### src/rtl/serializer_arbiter.sv
// -----------------------------------------------------------------------------
// serializer_arbiter
//   Round-robin arbiter that shares one serializer between NUM_REQ word
//   sources. A word is accepted on a valid/ready handshake. It is then issued
//   as a single-cycle write strobe with the word registered alongside it. The
//   arbiter then waits for the serializer's busy window to open and close
//   before it considers the next grant.
//
// Ports
//   i_clk        clock, all logic on the rising edge
//   i_rst_n      asynchronous reset, active low
//   i_req_valid  per-requester word valid
//   i_req_data   requester k word at [k*DATA_WIDTH +: DATA_WIDTH]
//   o_req_ready  one-hot accept, high only in IDLE while the serializer is idle
//   o_ser_wen    one-cycle write strobe to the serializer
//   o_ser_data   registered word presented to the serializer
//   i_ser_busy   serializer busy flag
//   o_grant_id   index of the requester owning the current/last word
//   o_active     high whenever the arbiter is not idle
// -----------------------------------------------------------------------------
module serializer_arbiter #(
    parameter int NUM_REQ    = 4,
    parameter int DATA_WIDTH = 8
) (
    input  logic                          i_clk,
    input  logic                          i_rst_n,
    input  logic [NUM_REQ-1:0]            i_req_valid,
    input  logic [NUM_REQ*DATA_WIDTH-1:0] i_req_data,
    output logic [NUM_REQ-1:0]            o_req_ready,
    output logic                          o_ser_wen,
    output logic [DATA_WIDTH-1:0]         o_ser_data,
    input  logic                          i_ser_busy,
    output logic [$clog2(NUM_REQ)-1:0]    o_grant_id,
    output logic                          o_active
);

    localparam int              ID_W      = $clog2(NUM_REQ);
    localparam logic [ID_W:0]   NUM_REQ_W = (ID_W+1)'(NUM_REQ);
    localparam logic [ID_W-1:0] LAST_ID   = ID_W'(NUM_REQ - 1);

    typedef enum logic [1:0] {
        IDLE,
        ISSUE,
        WAIT_START,
        WAIT_DONE
    } state_t;

    state_t                state_reg;
    logic                  ser_wen_reg;
    logic [DATA_WIDTH-1:0] ser_data_reg;
    logic [ID_W-1:0]       grant_id_reg;
    logic [ID_W-1:0]       last_grant_reg;

    logic [DATA_WIDTH-1:0] req_word [NUM_REQ];
    logic [ID_W-1:0]       winner;
    logic                  any_valid;
    logic [ID_W:0]         cand;
    logic                  grant_en;

    // Unpack the flat data bus into one word per requester.
    generate
        for (genvar gi = 0; gi < NUM_REQ; gi++) begin : g_unpack
            assign req_word[gi] = i_req_data[gi*DATA_WIDTH +: DATA_WIDTH];
        end
    endgenerate

    // Round-robin search. It starts one past the last grant and wraps. The
    // candidate carries one extra bit so the sum can exceed NUM_REQ-1 before
    // it is folded back. This also works when NUM_REQ is not a power of two.
    always_comb begin
        winner    = '0;
        any_valid = 1'b0;
        cand      = '0;
        for (int i = 1; i <= NUM_REQ; i++) begin
            cand = {1'b0, last_grant_reg} + (ID_W+1)'(i);
            if (cand >= NUM_REQ_W) begin
                cand = cand - NUM_REQ_W;
            end
            if (!any_valid && i_req_valid[cand[ID_W-1:0]]) begin
                winner    = cand[ID_W-1:0];
                any_valid = 1'b1;
            end
        end
    end

    // A grant is only offered when the serializer is idle. The serializer has
    // no reset, so it may still be shifting after this block comes out of
    // reset. Ready is also held low while reset is asserted.
    assign grant_en = (state_reg == IDLE) && any_valid && !i_ser_busy && i_rst_n;

    generate
        for (genvar gi = 0; gi < NUM_REQ; gi++) begin : g_ready
            assign o_req_ready[gi] = grant_en && (winner == ID_W'(gi));
        end
    endgenerate

    always_ff @(posedge i_clk or negedge i_rst_n) begin
        if (!i_rst_n) begin
            state_reg      <= IDLE;
            ser_wen_reg    <= 1'b0;
            ser_data_reg   <= '0;
            grant_id_reg   <= '0;
            last_grant_reg <= LAST_ID;
        end else begin
            case (state_reg)
                IDLE: begin
                    ser_wen_reg <= 1'b0;
                    if (grant_en) begin
                        ser_data_reg   <= req_word[winner];
                        grant_id_reg   <= winner;
                        last_grant_reg <= winner;
                        ser_wen_reg    <= 1'b1;
                        state_reg      <= ISSUE;
                    end
                end
                ISSUE: begin
                    ser_wen_reg <= 1'b0;
                    state_reg   <= WAIT_START;
                end
                WAIT_START: begin
                    // No timeout or re-issue. A serializer that never goes
                    // busy parks the arbiter here.
                    ser_wen_reg <= 1'b0;
                    if (i_ser_busy) begin
                        state_reg <= WAIT_DONE;
                    end
                end
                WAIT_DONE: begin
                    ser_wen_reg <= 1'b0;
                    if (!i_ser_busy) begin
                        state_reg <= IDLE;
                    end
                end
                default: begin
                    ser_wen_reg <= 1'b0;
                    state_reg   <= IDLE;
                end
            endcase
        end
    end

    assign o_ser_wen  = ser_wen_reg;
    assign o_ser_data = ser_data_reg;
    assign o_grant_id = grant_id_reg;
    assign o_active   = (state_reg != IDLE);

endmodule

### config.mk
export PLATFORM = sky130hd
export DESIGN_NAME = serializer_arbiter
export DESIGN_NICKNAME = d
export VERILOG_FILES = /design/src/rtl/serializer_arbiter.sv
export SDC_FILE = /design/constraint.sdc
export NUM_CORES = 1
export LEC_CHECK = 0
export CORE_UTILIZATION = 39
export CTS_BUF_LIST = sky130_fd_sc_hd__clkbuf_8
export DETAILED_ROUTE_END_ITERATION = 8
export PLACE_DENSITY = 0.79
export SLEW_MARGIN = 10
export SYNTH_ARGS = -nofsm -noshare
export SYNTH_HDL_FRONTEND = slang
export SYNTH_SLANG_ARGS = --single-unit
### constraint.sdc
create_clock -name i_clk -period 3 [get_ports i_clk]
set_clock_uncertainty 0.2 [all_clocks]
set_input_delay 0.75 -clock i_clk [delete_from_list [all_inputs] [get_ports i_clk]]
set_output_delay 0.75 -clock i_clk [all_outputs]
set_load 0.005 [all_outputs]
==> impl_metrics.ini, run 1 <==
[worst_setup_path]
path_class = in -> out
start_kind = input port
r2r-start = state_reg[0]$_DFFE_PN0P_
cp_data_required_time_ns = 2.05
cp-end-kind = primary output
timing.critical_path.from = i_req_valid[3]
rrSetupSlack_ns = 0.55
reg2reg_to = o_ser_data[3]$_DFFE_PN0P_
cp_max_fo = 4
arrival_ns = 2.00
setup.worst_path.end = o_req_ready[3]
r2r.worst_path.cells = 9

[die]
core-area_um2 = 2297
die_w_um = 52.41
start_util_pct = 43.14
io_pins = 55
fp-row-count = 17
die_area_um2 = 2746
fp.dieH_um = 52.41

[power_and_ir_drop]
p_switching_w = 0.0004586
power_w = 0.001278
swShare_pct = 35.89
worst_ir_drop_vdd_uv = 529.0
p_int_w = 0.0008191
pwr-share-comb_pct = 56.5
p_clk_share_pct = 13.8
p_seq_share_pct = 29.7
leakagePower_nw = 0.8247
power.density_nw_per_um2 = 720.7

[sta]
setup_viol = 0
finalHoldViolCount = 0
period_share_pct = 98.33
fin_crit_ns = 2.950
worstMarginPinSlew_ns = 0.6557
slew_headroom_pct = 56.13
final_max_slew_viol_count = 0
rsz0062_at_grt = no
clock.fmax_mhz = 339.0
hold_slack_ns = 0.2836
setup_ws_ns = 0.05019

[placed_design]
globalplace.congestion = 0.8860
pre_cts_ws_ns = -0.5630
port_buffers = 54
hpwl_mm = 2.370
placed_area_um2 = 1667

[finish]
final_nets = 223
finish.utilization_pct = 77.18
final_layout_size_suffix_gt1_share_pct = 25.70
finalInstanceArea_um2 = 1773
synthToLayoutAreaGrowth_pct = 78.91
largest_register_ffs = 8
antenna_cells = 0

[worst_hold_path]
hold_class = reg -> reg

[clock_network]
clockBufferDepth = 2
clk_pin_slew_ns = 0.07
cts_tree = done
cts_buffers = 3
h-tree-depth = 1
clk_latency_ns = 0.26
cts.sinks = 15
ctsHoldBuffers = 0
cts_root_buffer = clkbuf_8

[global_route]
grt_pass1_wl_mm = 5.099
grt_usage_pct = 26.22
grt_pass1_vias = 1126
met3_usage_pct = 3.768
grt_max_degree = 16
top_usage_layer = met2
global_route.usage.met2_pct = 44.51
antenna_found_initial = 0
grt-ovfl-total = 0
use_met1_pct = 32.49

[routing]
first_iter_violations = 26
firstDrtPassIters = 4
wl_per_cell_um = 15.23
drcViolationCount = 0
ant_nets = 0
drt_wl_total_mm = 3.152
vias = 1150
post_drt_via_cell_ratio = 5.556

[outcome]
status = finished, final reports clean

[yosys]
syn-instance-count = 103
netlist_area_um2 = 991.0
ys_seq_area_share_pct = 38.13
synth.avg_cell_area_um2 = 9.621
ys_ff_latch = 15
synthArstFlopShare_pct = 100.0
yosysWarnings = 0
synth_edf_count = 0
synth_nets = 146
ys.flop_type = dfrtp_1
ys_types = 29

[run]
cap_violations = 0
==> cell families (layout without fill, tap and decap cells) <==
family | count (synthesis) | in the layout | share of synthesized area [%]
flops | 15 | 15 | 38.13
simple gates | 39 | 39 | 20.33
buf+inv | 8 | 84 | 4.672
mux | 10 | 10 | 10.23
fa+ha+maj | 4 | 4 | 5.051
compound gates | 27 | 27 | 21.59
==> per-layer routing <==
| metal | vias to the layer above | routed length (µm) |
|---|---|---|
| met2 | 63 | 1476 |
| met3 | 5 | 250 |
| li1 | 538 | - |
| met1 | 544 | 1381 |
| met5 | - | 0 |
| met4 | 0 | 43 |
==> repair_timing <==
action                     in CTS  in global routing
setup endpoints to repair       4                  4
gates resized for setup        31                  6
cloned                          0                  0
setup buffers                   3                  1
pin swaps                       2                  2
==> metrics by stage <==
step / cells / setup TNS [ns]
detailed placement: 199 / -2.004
global route: 207 / 0
finish: 207 / 0
global placement: 199 / -1.698
floorplan: 103 / 0
CTS: 206 / 0
==> power by group through the flow <==
stage / Sequential (W) / Combinational [W] / Clock, W
5_1_grt: 0.000392 / 0.000794 / 0.000185
3_3_place_gp: 0.000373 / 0.000651 / 0
2_1_floorplan: 0.000371 / 0.000346 / 0
3_5_place_dp: 0.000376 / 0.000679 / 0
4_1_cts: 0.000377 / 0.000712 / 0.000178
6_report: 0.000379 / 0.000722 / 0.000177
==> worst max-delay path, stage by stage <==
cell and delay [ns]:
dlygate4sd2_1 0.27, a21boi_2 0.18, o21bai_4 0.14, and3_4 0.23, nor2_2 0.04, and2_1 0.14
dlygate4sd2_1 0.25
==> area by class of cell <==
| cell class | instances | area, µm² |
|---|---|---|
| inverters | 5 | 18.77 |
| multi-input cells | 80 | 616.8 |
| clock inverters | 1 | 7.507 |
| clock buffers | 3 | 41.29 |
| fillers | 176 | 524.3 |
| repair buffers | 75 | 675.6 |
| flip-flops and latches | 15 | 377.9 |
| well taps | 28 | 35.03 |
==> synthesized netlist by cell type (2+ instances only) <==
cell | n | area share, %
dfrtp_1 | 13 | 33
nor2_1 | 13 | 4.9
mux2i_1 | 9 | 9.1
a211oi_1 | 8 | 6.1
a221oi_1 | 8 | 7.1
and3_1 | 8 | 5.1
nand2_1 | 6 | 2.3
inv_1 | 5 | 1.9
ha_1 | 4 | 5.1
a21o_1 | 3 | 2.3
nor3_1 | 3 | 1.5
and2_1 | 2 | 1.3
clkbuf_1 | 2 | 0.76
dfstp_2 | 2 | 5.3
nor2b_1 | 2 | 1.3
o21ai_0 | 2 | 1.0
==> how the worst min path moves through the flow <==
stage	from	end	slack (ns)	cells past startpoint
floorplan	i_rst_n	o_grant_id[0]$_DFFE_PN0P_	0.25	0
global placement	o_grant_id[0]$_DFFE_PN0P_	o_grant_id[0]$_DFFE_PN0P_	0.26	1
detailed placement	o_grant_id[0]$_DFFE_PN0P_	o_grant_id[0]$_DFFE_PN0P_	0.27	1
CTS	o_grant_id[0]$_DFFE_PN0P_	o_grant_id[0]$_DFFE_PN0P_	0.28	1
global route	o_grant_id[0]$_DFFE_PN0P_	o_grant_id[0]$_DFFE_PN0P_	0.31	1
finish	o_grant_id[0]$_DFFE_PN0P_	o_grant_id[0]$_DFFE_PN0P_	0.28	1
==> cells in the final DEF, fill, tap and decap left out, types with 2 or more instances in the layout <==
master,synthesis,final
mux2i_1,9,9
dlygate4sd2_1,0,4
inv_1,5,4
and3_1,8,8
clkbuf_8,0,3
dfrtp_1,13,13
nor2_1,13,11
nand2_1,6,6
a21o_1,3,3
nor3_2,0,2
clkdlybuf4s50_1,0,44
buf_4,0,21
nand3_2,1,2
a211oi_1,8,8
ha_1,4,4
buf_2,0,3
a221oi_1,8,8
dfstp_2,2,2
nor2b_4,0,2
No activity file was read; power rests on OpenSTA's default activity.
==> inputs of run 2 (changes only) <==
--- a/config.mk
+++ b/config.mk
@@ -5,6 +5,7 @@
 export SDC_FILE = /design/constraint.sdc
 export NUM_CORES = 1
 export LEC_CHECK = 0
+export CAP_MARGIN = 20
 export CORE_UTILIZATION = 39
 export CTS_BUF_LIST = sky130_fd_sc_hd__clkbuf_8
 export DETAILED_ROUTE_END_ITERATION = 8
==> results of run 2 <==
Same layout as run 1: the final DEF is identical, and so are final timing and power.
==> inputs of run 3 (changes only) <==
--- a/config.mk
+++ b/config.mk
@@ -8,6 +8,7 @@
 export CAP_MARGIN = 20
 export CORE_UTILIZATION = 39
 export CTS_BUF_LIST = sky130_fd_sc_hd__clkbuf_8
+export CTS_CLUSTER_SIZE = 12
 export DETAILED_ROUTE_END_ITERATION = 8
 export PLACE_DENSITY = 0.79
 export SLEW_MARGIN = 10
==> results of run 3 <==
Same layout as run 1: the final DEF is identical, and so are final timing and power.
